`src/rtl/traffic_controller_param.sv`:
```
// T-junction signal controller: tick-prescaled phase timing, demand-based phase skipping,
// emergency pre-emption and night flashing. State, phase and every lamp output are registered.
module traffic_controller_param #(
    parameter int TICK_DIV     = 50_000_000,
    parameter int GREEN_TICKS  = 20,
    parameter int YELLOW_TICKS = 3,
    parameter int ALLRED_TICKS = 1
) (
    input  logic       clk,
    input  logic       rst,
    input  logic [2:0] demand,
    input  logic       preempt_req,
    input  logic [1:0] preempt_dir,
    input  logic       flash_mode,
    output logic [2:0] w_to_e,
    output logic [2:0] w_to_n,
    output logic [2:0] e_to_w,
    output logic [2:0] e_to_n,
    output logic [2:0] n_to_e,
    output logic [2:0] n_to_w,
    output logic [1:0] phase,
    output logic [2:0] state
);
    localparam int MAX_GY    = (GREEN_TICKS > YELLOW_TICKS) ? GREEN_TICKS : YELLOW_TICKS;
    localparam int MAX_TICKS = (MAX_GY > ALLRED_TICKS) ? MAX_GY : ALLRED_TICKS;
    localparam int PW        = (TICK_DIV > 1) ? $clog2(TICK_DIV) : 1;
    localparam int DW        = (MAX_TICKS > 1) ? $clog2(MAX_TICKS) : 1;

    localparam logic [PW-1:0] PRESC_LAST = PW'(TICK_DIV - 1);
    localparam logic [DW-1:0] GREEN_LD   = DW'(GREEN_TICKS - 1);
    localparam logic [DW-1:0] YELLOW_LD  = DW'(YELLOW_TICKS - 1);
    localparam logic [DW-1:0] ALLRED_LD  = DW'(ALLRED_TICKS - 1);

    localparam logic [2:0] LAMP_R   = 3'b100;
    localparam logic [2:0] LAMP_Y   = 3'b010;
    localparam logic [2:0] LAMP_G   = 3'b001;
    localparam logic [2:0] LAMP_OFF = 3'b000;

    typedef enum logic [2:0] {
        S_GREEN     = 3'd0,
        S_YELLOW    = 3'd1,
        S_ALL_RED   = 3'd2,
        S_PRE_GREEN = 3'd3,
        S_FLASH     = 3'd4
    } state_t;

    state_t        st_q, st_d;
    logic [1:0]    ph_q, ph_d;
    logic [PW-1:0] presc_q, presc_d;
    logic [DW-1:0] cnt_q, cnt_d;
    logic          flash_q, flash_d;
    logic [2:0]    lamp_w_q, lamp_e_q, lamp_n_q;
    logic [2:0]    lamp_w_d, lamp_e_d, lamp_n_d;
    logic [2:0]    own_lamp;
    logic          has_owner;
    logic          tick, expire, pre_pend;
    logic [1:0]    nxt1, nxt2, pick;

    function automatic logic [1:0] rot_next(input logic [1:0] p);
        return (p == 2'd2) ? 2'd0 : p + 2'd1;
    endfunction

    assign tick     = (presc_q == PRESC_LAST);
    assign expire   = tick && (cnt_q == '0);
    assign pre_pend = preempt_req && (preempt_dir != 2'd3);

    // Demand scan starts after the current owner and only wraps back to it last.
    assign nxt1 = rot_next(ph_q);
    assign nxt2 = rot_next(nxt1);
    always_comb begin
        pick = nxt1;
        if (demand[nxt1])      pick = nxt1;
        else if (demand[nxt2]) pick = nxt2;
        else if (demand[ph_q]) pick = ph_q;
    end

    always_comb begin
        st_d    = st_q;
        ph_d    = ph_q;
        flash_d = flash_q;
        case (st_q)
            S_GREEN: begin
                if (pre_pend)                  st_d = (preempt_dir == ph_q) ? S_PRE_GREEN : S_YELLOW;
                else if (flash_mode || expire) st_d = S_YELLOW;
            end
            S_YELLOW: if (expire) st_d = S_ALL_RED;
            S_ALL_RED: begin
                if (expire) begin
                    if (pre_pend) begin
                        st_d = S_PRE_GREEN;
                        ph_d = preempt_dir;
                    end else if (flash_mode) begin
                        st_d = S_FLASH;
                    end else begin
                        st_d = S_GREEN;
                        ph_d = pick;
                    end
                end
            end
            S_PRE_GREEN: if (!pre_pend || preempt_dir != ph_q) st_d = S_YELLOW;
            S_FLASH: begin
                // Parking the phase on N makes the post-flash scan begin at W.
                if (pre_pend || !flash_mode) begin
                    st_d = S_ALL_RED;
                    ph_d = 2'd2;
                end else if (tick) begin
                    flash_d = ~flash_q;
                end
            end
            default: st_d = S_ALL_RED;
        endcase

        if (st_d != st_q) begin
            presc_d = '0;
            case (st_d)
                S_GREEN:     cnt_d = GREEN_LD;
                S_YELLOW:    cnt_d = YELLOW_LD;
                S_PRE_GREEN: cnt_d = cnt_q;
                default:     cnt_d = ALLRED_LD;
            endcase
            if (st_d == S_FLASH) flash_d = 1'b1;
        end else begin
            presc_d = tick ? '0 : presc_q + 1'b1;
            cnt_d   = (tick && cnt_q != '0) ? cnt_q - 1'b1 : cnt_q;
        end
    end

    // Lamp codes are derived from the next state so they register alongside it.
    always_comb begin
        lamp_w_d  = LAMP_R;
        lamp_e_d  = LAMP_R;
        lamp_n_d  = LAMP_R;
        own_lamp  = LAMP_R;
        has_owner = 1'b0;
        case (st_d)
            S_GREEN, S_PRE_GREEN: begin own_lamp = LAMP_G; has_owner = 1'b1; end
            S_YELLOW:             begin own_lamp = LAMP_Y; has_owner = 1'b1; end
            S_FLASH: begin
                lamp_w_d = flash_d ? LAMP_Y : LAMP_OFF;
                lamp_e_d = flash_d ? LAMP_Y : LAMP_OFF;
                lamp_n_d = flash_d ? LAMP_Y : LAMP_OFF;
            end
            default: ;
        endcase
        if (has_owner) begin
            case (ph_d)
                2'd0:    lamp_w_d = own_lamp;
                2'd1:    lamp_e_d = own_lamp;
                default: lamp_n_d = own_lamp;
            endcase
        end
    end

    always_ff @(posedge clk or negedge rst) begin
        if (!rst) begin
            st_q     <= S_ALL_RED;
            ph_q     <= 2'd2;
            presc_q  <= '0;
            cnt_q    <= ALLRED_LD;
            flash_q  <= 1'b0;
            lamp_w_q <= LAMP_R;
            lamp_e_q <= LAMP_R;
            lamp_n_q <= LAMP_R;
        end else begin
            st_q     <= st_d;
            ph_q     <= ph_d;
            presc_q  <= presc_d;
            cnt_q    <= cnt_d;
            flash_q  <= flash_d;
            lamp_w_q <= lamp_w_d;
            lamp_e_q <= lamp_e_d;
            lamp_n_q <= lamp_n_d;
        end
    end

    assign w_to_e = lamp_w_q;
    assign w_to_n = lamp_w_q;
    assign e_to_w = lamp_e_q;
    assign e_to_n = lamp_e_q;
    assign n_to_e = lamp_n_q;
    assign n_to_w = lamp_n_q;
    assign phase  = ph_q;
    assign state  = st_q;

endmodule

```
`config.mk`:
```
export PLATFORM = sky130hd
export DESIGN_NAME = traffic_controller_param
export DESIGN_NICKNAME = d
export VERILOG_FILES = /design/src/rtl/traffic_controller_param.sv
export SDC_FILE = /design/constraint.sdc
export NUM_CORES = 1
export LEC_CHECK = 0
export CAP_MARGIN = 20
export CORE_ASPECT_RATIO = 0.9
export CORE_MARGIN = 1.5
export CORE_UTILIZATION = 50
export CTS_CLUSTER_DIAMETER = 120
export DETAILED_ROUTE_END_ITERATION = 12
export PLACE_DENSITY_LB_ADDON = 0.2
export SKIP_LAST_GASP = 1
export SYNTH_ARGS = -nofsm -noshare
export SYNTH_HDL_FRONTEND = slang
export SYNTH_SLANG_ARGS = --single-unit
```
`constraint.sdc`:
```
create_clock -name clk -period 2.58 [get_ports clk]
set_input_delay 0.258 -clock clk [delete_from_list [all_inputs] [get_ports clk]]
set_output_delay 0.258 -clock clk [all_outputs]
set_load 0.05 [all_outputs]
```
==> results_dict.tcl, run 1 <==
set metrics [dict create \
    ys_seq_area_share_pct 43.80 \
    hold_class "in2async" \
    clockRootBuffer "clkbuf_8" \
    synth-simple-area-share_pct 27.56 \
    syn-instance-count 287 \
    skew_ns 0.009841 \
    setup_violations 6 \
    wl_mm 6.748 \
    ys_ff_latch 46 \
    cap_violations 0 \
    path_delay_family "simple AND/OR/NAND/NOR gates" \
    wl_met2_mm 3.196 \
    synth_top_area_cell "dfrtp_1" \
    yosysMostFrequentCell "nor2_1" \
    worst-path-buf-inv 0 \
    place.port_buffers 31 \
    worstPathMaxFanout 3 \
    fin_ws_ns -0.05674 \
    die_h_um 71.97 \
    max_slew.worst_pin.slew_ns 0.5116 \
    fp.dieW_um 79.63 \
    synth_warnings 0 \
    grt_max_degree 24 \
    dpl.hpwl_mm 4.784 \
    clk_pin_slew_worst_paths_ns 0.10 \
    rsz0062_at_grt "yes" \
    relSlewSlack_pct 65.79 \
    required_ns 2.78 \
    rows 24 \
    path_class "reg2reg" \
    wl_met1_mm 3.187 \
    crit_path_max_incr_delay_ns 0.55 \
    setup_tns_ns -0.1420 \
    vias 2346 \
    synthAdderAreaFrac_pct 1.420 \
    end_kind "flip-flop" \
    cp_slowest_cell "or4_4" \
    gp_congestion 0.8936 \
    cts_buffers 5 \
    cp.arrival_ns 2.84 \
    violations "setup timing" \
    synthMuxAreaShare_pct 0 \
    synth-compound-area-share_pct 13.97 \
    antenna_found_initial 0 \
    ir_drop_mv 0.4904 \
    fmax_mhz 379.3 \
    drive_gt1_share_pct 24.58 \
    drt-vias-per-instance 5.599 \
    syn_area_um2 2643 \
    area_growth_pct 31.58 \
    place_ws_ns -0.1139 \
    grt_pass1_vias 2328 \
    coreArea_um2 4955 \
    synth_edf_count 0 \
    worstSkewPairLatency_ns 0.31 \
    status "finished, violations left" \
    tritoncts "done" \
    async_flop_share_pct 100.0 \
    cts_max_path_buffers 2 \
    syn_area_per_cell_um2 9.207 \
    highest_layer "met4" \
    track_usage_pct 25.20 \
    wl_per_cell_um 16.11 \
    die_area_um2 5731 \
    cts.sinks 46 \
    synth_nets 299 \
    dr_wl_met3_um 291 \
    timing.final.hold_violations 0 \
    ioPinCount 32 \
    maxSlewViolCount 0 \
    num_antenna_cells 0 \
    synthFlopType "dfrtp_1" \
    grt_pass1_wl_mm 11.26 \
    synthXorXnorAreaFrac_pct 8.617 \
    ys_top_cells_by_area "dfrtp_1 39%, xor2_1 6.6%, nor2_1 6.0%, dfstp_2 5.0%, nand2_1 3.4%" \
    grt_overflow 0 \
    cp_common_cell "or4_4" \
    cp_cell_sequence "or4_4, or4_4, or4_4, a21boi_4, a311oi_4, a221o_1" \
    min_period_ns 2.637 \
    nets 365 \
    final_antenna_net_count 0 \
    cts-htree-levels 2 \
    netlist.area_leader.share_pct 38.83 \
    p_leak_uw 0.001500 \
    initial_core_util_pct 53.33 \
    critPathLaunchType "flip-flop" \
    dr.first_iter.drc_count 217 \
    p_per_area_nw_per_um2 507.7 \
    synth_top_family_by_area "simple AND/OR/NAND/NOR gates" \
    firstDrtPassIters 4 \
    drc_errors 0 \
    synth.distinct_cells 51 \
    period_share_pct 102.2 \
    yosys-top-cells-count "42 x nor2_1, 41 x dfrtp_1, 24 x nand2_1" \
]
==> worst reg2reg max path: stages, from the launching register on <==
cell and delay (ns):
dfrtp_1 0.41, or4_4 0.55, or4_4 0.52, or4_4 0.44
a21boi_4 0.19, a311oi_4 0.08, a221o_1 0.33
==> routing by layer <==
| layer | vias up | GRT usage [%] |
|---|---|---|
| li1 | 1147 | - |
| met1 | 1137 | 36.29 |
| met2 | 52 | 39.92 |
| met3 | 10 | 4.654 |
| met4 | 0 | 5.653 |
| met5 | - | 0 |
==> state kept, by name (all words and copies together) (netlist names) <==
name	cells
cnt_q	5
flash_q	1
w_to_e	3
phase	2
n_to_e	3
state	3
e_to_n	3
presc_q	26
==> cells by family (layout without fill, tap and decap cells) <==
| group | Yosys count | in the layout |
|---|---|---|
| fa+ha+maj | 3 | 3 |
| buf+inv | 23 | 90 |
| compound gates | 53 | 53 |
| xor+xnor | 26 | 26 |
| simple gates | 136 | 136 |
| flops | 46 | 46 |
==> layout make-up <==
class                   count  area, um2
clock buffers               5      68.82
multi-input cells         218       1478
clock inverters             3      18.77
inverters                   8      30.03
repair buffers             74      643.1
well taps                  65      81.33
fillers                   368       1478
flip-flops and latches     46       1157
==> final timing paths <==
| path | from | end | slack (ns) | cells past startpoint |
|---|---|---|---|---|
| hold reg to reg | presc_q[5] | presc_q[5] | 0.54 | 2 |
| setup reg to reg | presc_q[9] | cnt_q[0] | -0.06 | 6 |
| max in group asynchronous | rst | phase[1] | 1.54 | 3 |
| min in group clk | presc_q[5] | presc_q[5] | 0.54 | 2 |
| setup / recovery | presc_q[9] | cnt_q[0] | -0.06 | 6 |
| hold / removal | rst | presc_q[13] | 0.38 | 2 |
==> cell usage in the layout (no fill, tap or decap), types with 5 or more instances in the layout <==
cell type	Yosys	routed
and4_1	5	5
o21ai_0	11	7
xor2_1	20	20
buf_4	9	41
xnor2_1	6	6
nor2b_1	6	5
nand4_1	9	9
nand3_1	11	11
inv_1	8	8
dfrtp_1	41	41
and3_1	5	5
clkdlybuf4s50_1	0	30
nor2_1	42	41
a21oi_1	12	10
nand2_1	24	22
dfstp_2	5	5
clkbuf_8	0	5
==> per-stage QoR <==
stage               std cells  power [uW]  instance area (um2)  hold WS (ns)  util (%)
floorplan                 287        1145                 2651      -0.03759         -
global placement          406        1299                 3243        0.1980     65.45
detailed placement        406        1309                 3243        0.1937     65.45
CTS                       418        1769                 3407        0.3926     68.76
global route              419        1849                 3477        0.4240     70.18
finish                    419        1765                 3477        0.3844     70.18
==> power by group <==
part | switching [uW] | total (uW) | internal (uW)
combinational | 229 | 423 | 193
clock | 266 | 458 | 191
sequential | 72.5 | 885 | 813
==> timing repair <==
| item | 4_1_cts | 5_1_grt |
|---|---|---|
| setup buffers | 3 | 1 |
| pin swaps | 4 | 7 |
| hold buffers | 1 | 0 |
| gates resized for setup | 11 | 15 |
| hold endpoints to repair | 14 | 0 |
| endpoints found under the setup margin | 36 | 39 |
Power figures use the tool's default switching activity.
==> run 2: changes to the inputs <==
--- a/config.mk
+++ b/config.mk
@@ -12,6 +12,7 @@
 export CTS_CLUSTER_DIAMETER = 120
 export DETAILED_ROUTE_END_ITERATION = 12
 export PLACE_DENSITY_LB_ADDON = 0.2
+export SETUP_SLACK_MARGIN = 0.15
 export SKIP_LAST_GASP = 1
 export SYNTH_ARGS = -nofsm -noshare
 export SYNTH_HDL_FRONTEND = slang
==> run 2 against run 1 <==
  * The flow still finishes with violations (setup timing)
  * Critical path depth is the same
  * Worst hold slack better by 0.071 ns
  * Sequential share of layout area is 0.58 points higher
  * Sequential power about the same
  * Flip-flop and latch count did not move
  * Maximum frequency grew 1.8%
  * Combinational power down 4.7%
  * Global-route usage is 2.2 points lower
  * Critical path type unchanged
  * Highest routed layer unchanged
==> results_dict.tcl, run 2 (same netlist as run 1, synthesis figures left out) <==
set metrics [dict create \
    wl_per_cell_um 15.02 \
    relSlewSlack_pct 61.20 \
    power.internal_uw 1218 \
    power_frac_seq_pct 50.4 \
    num_antenna_cells 0 \
    nets 358 \
    cts-htree-levels 2 \
    grt_overflow 0 \
    initial_core_util_pct 53.33 \
    crit_start "presc_q[10]" \
    place_ws_ns -0.1215 \
    cp.arrival_ns 2.78 \
    rsz0062_at_grt "yes" \
    regMostFlops "presc_q" \
    swShare_pct 30.91 \
    multi_input_comb_area_um2 1463 \
    drc_errors 0 \
    rr_worst_depth 6 \
    clk_pin_slew_worst_paths_ns 0.09 \
    grt_pass1_wl_mm 10.35 \
    area_growth_pct 29.31 \
    timing.rr.end "cnt_q[0]" \
    cts_max_path_buffers 2 \
    grt_pass1_vias 2233 \
    final_common_cell "nor2_1" \
    drt-vias-per-instance 5.633 \
    p_per_area_nw_per_um2 515.8 \
    end_kind "flip-flop" \
    dpl.hpwl_mm 4.495 \
    antenna_found_initial 0 \
    gp_congestion 0.9844 \
    hold_ws_ns 0.4553 \
    ir_drop_mv 0.4614 \
    critPathLaunchType "flip-flop" \
    cts_buffers 5 \
    tritoncts "done" \
    drive_gt1_share_pct 21.90 \
    coreArea_um2 4955 \
    p_leak_uw 0.001460 \
    dr.first_iter.drc_count 210 \
    path_class "reg2reg" \
    timing.final.hold_violations 0 \
    status "finished, violations left" \
    layout_common_cells "42 x nor2_1, 41 x dfrtp_1, 34 x buf_4" \
    worstSkewPairLatency_ns 0.30 \
    wl_mm 6.190 \
    rows 24 \
    setup_violations 1 \
    grt_max_degree 24 \
    switching_power_uw 544.8 \
    ioPinCount 32 \
    fin_ws_ns -0.008955 \
    fmax_mhz 386.3 \
    required_ns 2.77 \
    place.port_buffers 31 \
    hold_class "in2async" \
    r2r_setup_slack_ns -0.009 \
    max_slew.worst_pin.slew_ns 0.5747 \
    cap_violations 0 \
    vias 2321 \
    clockRootBuffer "clkbuf_8" \
    skew_ns 0.002193 \
    top_regs "presc_q x26, cnt_q x5" \
    cts.sinks 46 \
    violations "setup timing" \
    die_h_um 71.97 \
    pwr-share-clk_pct 26.8 \
    min_period_ns 2.589 \
    largest_reg_flops 26 \
    regToRegStartpoint "presc_q[10]" \
    die_area_um2 5731 \
    final_antenna_net_count 0 \
    fp.dieW_um 79.63 \
    fillCellCount 401 \
    worstPathMaxFanout 3 \
    period_share_pct 100.3 \
    firstDrtPassIters 4 \
    track_usage_pct 23.00 \
    seqCellArea_um2 1157 \
    maxSlewViolCount 0 \
    pwr-share-comb_pct 22.8 \
    crit_end "cnt_q[0]" \
]
[run 2: cell count changes in the layout (fill, tap and decap cells not counted), moves of 2 or more]
cell and change:
buf_4 -7, clkinv_2 -2, o21ai_0 +2, o21ai_2 -2
[run 2: through the flow]
stage / instance area, um2 / power, uW / setup TNS [ns] / utilization [%] / instances
after global routing: 3417 / 1859 / -0.6536 / 68.96 / 412
after CTS: 3353 / 1760 / 0 / 67.68 / 409
after floorplan: 2658 / 1147 / 0 / - / 287
after global placement: 3197 / 1283 / -0.1876 / 64.52 / 399
final: 3417 / 1763 / -0.008955 / 68.96 / 412
after detailed placement: 3197 / 1292 / -1.899 / 64.52 / 399
[run 2: power by group through the flow]
stage               registers (uW)  clock network [uW]  logic, uW
floorplan                      919                   0        228
global placement               894                   0        389
detailed placement             899                   0        393
CTS                            885                 476        400
global route                   900                 504        456
finish                         888                 472        403
[run 2: worst min path at each step]
stage | startpoint | end | slack [ns] | cells past startpoint
after CTS | rst | presc_q[14] | 0.47 | 2
after detailed placement | rst | presc_q[14] | 0.26 | 1
after floorplan | rst | cnt_q[0] | -0.04 | 0
final | rst | presc_q[14] | 0.46 | 2
after global routing | rst | presc_q[14] | 0.52 | 2
after global placement | rst | presc_q[14] | 0.26 | 1
[run 2: area by class of cell]
| cell class | count | share of cell area [%] |
|---|---|---|
| clock buffer | 7 | 2.527 |
| clock inverter | 1 | 0.2563 |
| sequential | 46 | 33.87 |
| tap | 65 | 2.380 |
| inverter | 8 | 0.8788 |
| timing repair buffer | 67 | 17.28 |
| multi-input combinational | 218 | 42.80 |
[run 2: repair_timing]
action | CTS | global route
hold buffers | 1 | 0
endpoints found under the setup margin | 39 | 39
gates resized for setup | 9 | 10
pin swaps | 1 | 3
setup buffers | 1 | 3
hold endpoints to repair | 20 | 0
[run 2: routing by layer]
layer	global-route usage (%)	vias up	wire length [um]
li1	-	1136	-
met1	33.86	1122	2965
met2	35.22	54	2882
met3	3.899	9	272
met4	6.628	0	69
met5	0	-	0
[run 2: worst max-delay path: stages, from the launching register on]
cell	delay [ns]
dfrtp_1	0.40
or4_4	0.54
or4_4	0.51
or4_4	0.45
a21boi_4	0.17
a311oi_2	0.08
a221o_1	0.34
